`config.mk`:
```
export PLATFORM = sky130hd
export DESIGN_NAME = cdc_data_rx
export DESIGN_NICKNAME = d
export VERILOG_FILES = /design/src/rtl/cdc_data_rx_pkg.sv /design/src/rtl/cdc_data_rx_sync.sv /design/src/rtl/cdc_data_rx.sv
export SDC_FILE = /design/constraint.sdc
export NUM_CORES = 1
export LEC_CHECK = 0
export ABC_AREA = 1
export CAP_MARGIN = 20
export CELL_PAD_IN_SITES_DETAIL_PLACEMENT = 0
export CELL_PAD_IN_SITES_GLOBAL_PLACEMENT = 2
export CORE_MARGIN = 8
export CORE_UTILIZATION = 24
export DETAILED_ROUTE_END_ITERATION = 7
export MAX_ROUTING_LAYER = met4
export PLACE_DENSITY = 0.78
export SLEW_MARGIN = 15
export SYNTH_ARGS = -nofsm -noshare
export SYNTH_HDL_FRONTEND = slang
export SYNTH_SLANG_ARGS = --single-unit
```
`constraint.sdc`:
```
create_clock -name clk -period 1.7 [get_ports clk]
set_input_delay 0.17 -clock clk [delete_from_list [all_inputs] [get_ports clk]]
set_output_delay 0.17 -clock clk [all_outputs]
set_load 0.05 [all_outputs]
```
`src/rtl/cdc_data_rx_pkg.sv`:
```
// Shared definitions for the cdc_data_rx receive end of the req/ack word link.
// Holds the FSM state encoding and default synchronizer depth.
package cdc_data_rx_pkg;

   typedef enum logic {
      ST_IDLE = 1'b0,
      ST_ACK  = 1'b1
   } state_t;

   localparam int SYNC_STAGES_DEF = 2;

   // Occupancy value at which the two-entry skid buffer is full.
   localparam logic [1:0] SKID_FULL = 2'd2;

endpackage

```
`src/rtl/cdc_data_rx_sync.sv`:
```
// cdc_sync_bit: plain flop-chain level synchronizer with synchronous active-low reset.
// Used for src_req here and reusable by the sender to bring src_ack back.
module cdc_sync_bit #(
   parameter int SYNC_STAGES = 2
) (
   input  logic clk,
   input  logic reset_n,
   input  logic d_i,
   output logic q_o
);

   logic [SYNC_STAGES-1:0] sync_q;
   logic [SYNC_STAGES-1:0] sync_d;

   // Shift the asynchronous level in from bit 0 toward the output bit.
   always_comb begin
      sync_d = {sync_q[SYNC_STAGES-2:0], d_i};
   end

   // Chain registers; cleared on reset so a held request is not seen until released.
   always_ff @(posedge clk) begin
      if (!reset_n) begin
         sync_q <= '0;
      end else begin
         sync_q <= sync_d;
      end
   end

   assign q_o = sync_q[SYNC_STAGES-1];

endmodule

```
`src/rtl/cdc_data_rx.sv`:
```
// cdc_data_rx: destination end of a 4-phase req/ack word crossing.
// Synchronizes src_req, captures the stable src_data word, returns a level ack and
// presents captured words on a registered valid/ready interface.
// Build option CDC_DATA_RX_SKID_EN: two-entry FIFO buffer instead of one holding register.
module cdc_data_rx
   import cdc_data_rx_pkg::*;
#(
   parameter int DATA_W      = 8,
   parameter int SYNC_STAGES = SYNC_STAGES_DEF
) (
   input  logic              clk,
   input  logic              reset_n,
   input  logic              src_req,
   input  logic [DATA_W-1:0] src_data,
   output logic              src_ack,
   output logic [DATA_W-1:0] dst_data,
   output logic              dst_valid,
   input  logic              dst_ready,
   output logic              busy
);

   logic              req_s;
   state_t            state_q, state_d;
   logic              src_ack_q, src_ack_d;
   logic              dst_valid_q, dst_valid_d;
   logic [DATA_W-1:0] dst_data_q, dst_data_d;
   logic              pop;
   logic              space;
   logic              capture;

   cdc_sync_bit #(
      .SYNC_STAGES(SYNC_STAGES)
   ) u_req_sync (
      .clk    (clk),
      .reset_n(reset_n),
      .d_i    (src_req),
      .q_o    (req_s)
   );

   assign pop = dst_valid_q && dst_ready;

   // Handshake FSM: capture once per request high-phase, hold ack until request drops.
   always_comb begin
      state_d   = state_q;
      src_ack_d = src_ack_q;
      capture   = 1'b0;
      case (state_q)
         ST_IDLE: begin
            // src_data has been stable for at least SYNC_STAGES cycles once req_s is seen.
            if (req_s && space) begin
               capture   = 1'b1;
               src_ack_d = 1'b1;
               state_d   = ST_ACK;
            end
         end
         ST_ACK: begin
            if (!req_s) begin
               src_ack_d = 1'b0;
               state_d   = ST_IDLE;
            end
         end
         default: begin
            state_d   = ST_IDLE;
            src_ack_d = 1'b0;
         end
      endcase
   end

   // FSM and ack registers.
   always_ff @(posedge clk) begin
      if (!reset_n) begin
         state_q   <= ST_IDLE;
         src_ack_q <= 1'b0;
      end else begin
         state_q   <= state_d;
         src_ack_q <= src_ack_d;
      end
   end

`ifdef CDC_DATA_RX_SKID_EN
   logic [DATA_W-1:0] mem_q [2];
   logic [DATA_W-1:0] mem_d [2];
   logic              wr_ptr_q, wr_ptr_d;
   logic              rd_ptr_q, rd_ptr_d;
   logic [1:0]        cnt_q, cnt_d;

   // A full FIFO can still accept when the head leaves on the same edge.
   assign space = (cnt_q != SKID_FULL) || pop;

   // FIFO next state; output register is loaded with the next head so it stays registered.
   always_comb begin
      mem_d    = mem_q;
      wr_ptr_d = wr_ptr_q;
      rd_ptr_d = rd_ptr_q;
      cnt_d    = cnt_q;
      if (capture) begin
         mem_d[wr_ptr_q] = src_data;
         wr_ptr_d        = ~wr_ptr_q;
      end
      if (pop) begin
         rd_ptr_d = ~rd_ptr_q;
      end
      case ({capture, pop})
         2'b10:   cnt_d = cnt_q + 2'd1;
         2'b01:   cnt_d = cnt_q - 2'd1;
         default: cnt_d = cnt_q;
      endcase
      dst_valid_d = (cnt_d != 2'd0);
      dst_data_d  = mem_d[rd_ptr_d];
   end

   // FIFO storage, pointers and registered head.
   always_ff @(posedge clk) begin
      if (!reset_n) begin
         mem_q[0]    <= '0;
         mem_q[1]    <= '0;
         wr_ptr_q    <= 1'b0;
         rd_ptr_q    <= 1'b0;
         cnt_q       <= 2'd0;
         dst_valid_q <= 1'b0;
         dst_data_q  <= '0;
      end else begin
         mem_q       <= mem_d;
         wr_ptr_q    <= wr_ptr_d;
         rd_ptr_q    <= rd_ptr_d;
         cnt_q       <= cnt_d;
         dst_valid_q <= dst_valid_d;
         dst_data_q  <= dst_data_d;
      end
   end
`else
   // Single holding register: free when empty or being consumed this edge.
   assign space = !dst_valid_q || pop;

   // Holding register next state; a capture overrides a same-edge pop.
   always_comb begin
      dst_valid_d = dst_valid_q;
      dst_data_d  = dst_data_q;
      if (capture) begin
         dst_valid_d = 1'b1;
         dst_data_d  = src_data;
      end else if (pop) begin
         dst_valid_d = 1'b0;
      end
   end

   // Holding register doubles as the output register.
   always_ff @(posedge clk) begin
      if (!reset_n) begin
         dst_valid_q <= 1'b0;
         dst_data_q  <= '0;
      end else begin
         dst_valid_q <= dst_valid_d;
         dst_data_q  <= dst_data_d;
      end
   end
`endif

   assign src_ack   = src_ack_q;
   assign dst_valid = dst_valid_q;
   assign dst_data  = dst_data_q;
   assign busy      = (state_q != ST_IDLE) || dst_valid_q;

endmodule

```
# [Yosys cells after proc, flatten, opt, wreduce, memory -nomap -nowiden]
# Cells that the tools add are included.
[word_totals] ff_bits=13 in_bits=12 output_inout_bits=11 word_cells=24
[classes] bitwise_logic=1 eq_ne=2 reduce_logical=7 mux=9
[ops] operator="1-bit two-way mux" count=7
[ops] operator="2-bit inequality test, second input constant" count=2
[ops] operator="1-bit one-hot mux with 2 select lines" count=2
[ops] operator="1-bit logical AND" count=2
[ops] operator="1-bit logical OR" count=2
[ops] operator="2-bit AND reduction" count=1
[ops] operator="2-bit nonzero test" count=1
[ops] operator="1-bit zero test" count=1
[ops] operator="1-bit NOT" count=1

# [Logic depth before layout (Yosys ltp)]
[logic_depth] ltp_word=6 mapped_depth=6 mapped_depth_nobuf=5

# [Modules after synthesis]
# From an unflattened synthesis, not the netlist that was laid out.
[unflattened] cells_unflattened=74 hier_area_um2=589.3
[modules_own_cells] mod="cdc_data_rx" seq_area_each_um2=220.2 n_inst=1 cells_each=68 area_each_um2=534.3
[modules_own_cells] mod="cdc_sync_bit" seq_area_each_um2=40.0 n_inst=1 cells_each=6 area_each_um2=55.1

# [Least setup slack after synthesis]
# OpenSTA, ideal clock, no wires.
[synth_timing] path_type="reg2reg" start="register dst_valid_q (netlist: dst_valid)" end="register dst_data_q[0] (netlist: dst_data[0])" t_arrival_ns=1.229 synth_period_minus_slack_ns=1.346 setup_time_ns=0.117 t_required_ns=1.583 stages_incl_launch_ff=5 setup_slack_ns=0.354 path_buffers=1 path_cell_list="dfxtp_1 -> nand2_2 -> buf_6 -> a21oi_1 -> nor2_1"
[synth_between] elab_chain_cells=5 word_cells_on_any_way=6 classes_between="mux (2); reduce/logical (4)"
[synth_rtl] element="start: declaration" line="cdc_data_rx.sv:25" source="logic dst_valid_q, dst_valid_d;"
[synth_rtl] element="start signal: assignment" line="cdc_data_rx.sv:153" source="dst_valid_q <= dst_valid_d;"
[synth_rtl] element="1-bit zero test or 1-bit logical AND (tied branches)" line="cdc_data_rx.sv:133, cdc_data_rx.sv:40"
[synth_rtl] element="1-bit logical OR *" line="cdc_data_rx.sv:133" source="assign space = !dst_valid_q || pop;"
[synth_rtl] element="1-bit logical AND *" line="cdc_data_rx.sv:50" source="if (req_s && space) begin"
[synth_rtl] element="1-bit two-way mux *" line="cdc_data_rx.sv:50"
[synth_rtl] element="1-bit two-way mux *" line="cdc_data_rx.sv:47" source="case (state_q)"
[synth_rtl] element="end signal: assignment" line="cdc_data_rx.sv:154" source="dst_data_q <= dst_data_d;"
[synth_rtl] element="end: declaration" line="cdc_data_rx.sv:26" source="logic [DATA_W-1:0] dst_data_q, dst_data_d;"
# Every way passes the cells marked *; elsewhere a longest branch is shown, timed or not.
# A chain may end at the register's enable or synchronous reset.

# [Worst setup path in the final report]
[layout_timing] start="register dst_data_q[4] (netlist: dst_data[4])" end="output dst_data[4]"
[layout_lines] element="end: declaration" line="cdc_data_rx.sv:16" source="output logic [DATA_W-1:0] dst_data,"
# No word-level cell between the ends.

==> flow_summary.yaml <==
status:
  status: "completed"
synthesis:
  ys_types: 17
  yosys.cell_count.top_type: "inv_1"
  synth_common_cells: "14 x inv_1, 13 x dfxtp_1, 10 x nand2_1"
  netlist_area_um2: 589
  yosys.area.top_type: "dfxtp_1"
  ys_warn_count: 0
  synth_top_area_share_pct: 44.2
  ys.flop_type: "dfxtp_1"
  avgSynthCellArea_um2: 7.96
  synth_nets: 86
  ys_ff_latch: 13
  yosysSeqAreaShare_pct: 44.2
  synth_area_leaders: "dfxtp_1 44%, inv_1 8.9%, nand3_1 7.6%"
  syn-instance-count: 74
  async_reset_ff_share_pct: 0
  synth-edff-count: 0
floorplan:
  core_area_um2: 2410
  rows: 18
  start_util_pct: 24.5
  num_io_pins: 23
  dieWidth_um: 65.6
  dieHeight_um: 65.6
  dieArea_um2: 4300
route:
  drc: 0
  first_pass_iters: 4
  vias: 508
  initialDrtViolationCount: 4
  ant_nets: 0
  avgRoutedWirePerCell_um: 10.5
  vias_per_cell: 4.00
  routed_wl_um: 1330
clocking:
  insertion_delay_ps: 270
  cts.sinks: 13
  cts-resized-gates: 0
  ctsRootBufferMaster: "clkbuf_4"
  clk_pin_slew_ps: 80
  numCtsBuffers: 3
  hold_buffers: 0
  postCtsSetupBuffers: 0
  clk_path_buf_depth: 2
  cts.htree.levels: 1
  cts_tree: "built"
setup_path:
  cp.arrival_ps: 1430
  critPathMaxFanout: 2
  criticalPathCategory: "reg2out"
  startpoint_type: "flip-flop"
  critPathTopFamily: "buffers and inverters"
  worstPathCellList: "clkdlybuf4s50_1"
  cp_slowest_stage_delay_ps: 820
  slowest_stage: "clkdlybuf4s50_1"
  path_buf_inv: 1
  cp.required_ps: 1530
  endpoint_kind: "primary output"
run:
  drv_cap: 0
timing:
  rsz0062_at_grt: "no"
  finalHoldViolCount: 0
  fin_crit_sh_pct: 94.2
  fin_crit_ps: 1600
  setup_tns_ps: 0
  slew_viol_final: 0
  finalSetupViolCount: 0
  finClkSkew_ps: 6.41
  fmax_ghz: 0.625
  holdWs_ps: 417
  relSlewSlack_pct: 65.8
  max_slew.worst_pin.slew_ps: 512
power:
  p_leak_nw: 0.372
  p_total_w: 0.000658
  switchingPower_w: 0.000188
  clkPwrFrac_pct: 28.0
  p_per_area_nw_per_um2: 794
  ir_drop_mv: 0.366
  p_comb_share_pct: 22.1
  p_seq_share_pct: 49.9
  intPower_w: 0.000470
  switching_share_pct: 28.6
placed_design:
  dp_hpwl_um: 955
  portBuffers: 22
  gp_congestion: 0.609
  placed_cells_incl_taps: 123
global_route:
  grt_overflow: 0
  grt_pass1_vias: 511
  grt_max_degree: 19
  grt_usage_pct: 6.88
  grt_antenna_before_repair: 0
  grt_pass1_wl_um: 2240
cells_and_area:
  diodes: 0
  drive_gt1_share_pct: 14.4
  area_growth_pct: 40.6
  instances_no_fill: 127
  nFillCells: 273
  nets: 110
hold_path:
  hold_class: "reg2reg"
## per-stage QoR
stage          setup WS, ps  area, um^2  utilization [%]
3_5_place_dp            331         802             33.3
2_1_floorplan           354         589                -
6_report               99.1         828             34.4
5_1_grt                43.2         828             34.4
4_1_cts                81.2         828             34.4
3_3_place_gp            364         802             33.3
## logic make-up after synthesis
group | count (synthesis) | share of synthesized area, %
AO/OA/AOI/OAI | 11 | 11.3
flip-flops | 13 | 44.2
AND/OR/NAND/NOR | 32 | 28.2
buffers and inverters | 18 | 16.3
## layout make-up
class	instances	area (um^2)	area share, %
Clock buffer	4	26.3	3.17
Inverter	15	56.3	6.80
Multi-Input combinational cell	43	233	28.1
Sequential cell	13	260	31.4
Tap cell	30	37.5	4.53
Timing Repair Buffer	22	215	26.0
## state kept, by name, indices dropped and copies added (netlist names)
signal and count:
state_q 1, dst_data 8, dst_valid 1, u_req_sync.sync_q 2
src_ack 1
## final timing paths
path                              from                   end  slack (ps)  cells after the start
setup / recovery           dst_data[4]           dst_data[4]         100                      1
hold / removal    u_req_sync.sync_q[0]  u_req_sync.sync_q[1]         420                      2
setup reg to reg             dst_valid           dst_data[7]         650                      3
hold reg to reg   u_req_sync.sync_q[0]  u_req_sync.sync_q[1]         420                      2
## metal layers
metal / vias to the layer above / global-route usage [%] / part of all wire (%)
met5: - / - / 0
met4: 0 / 6.54 / 2.0
met3: 2 / 2.04 / 6.4
met2: 15 / 10.9 / 45
met1: 220 / 6.56 / 46
li1: 271 / - / -
## cell usage in the layout (no fill, tap or decap), drive strengths merged
cell           instances
nor2                   9
clkdlybuf4s50         20
a21oi                 10
dfxtp                 13
or2                    1
clkbuf                 4
nand3                 10
inv                   15
o21ai                  1
nand2                 12
buf                    2
## power groups by stage
stage	Clock [W]	Combinational [W]	Sequential (W)
after floorplan	0	0.0000539	0.000376
after global placement	0	0.000145	0.000336
after detailed placement	0	0.000147	0.000335
after CTS	0.000196	0.000147	0.000328
after global routing	0.000197	0.000158	0.000330
final	0.000185	0.000145	0.000328
No activity file was read; power rests on OpenSTA's default activity.
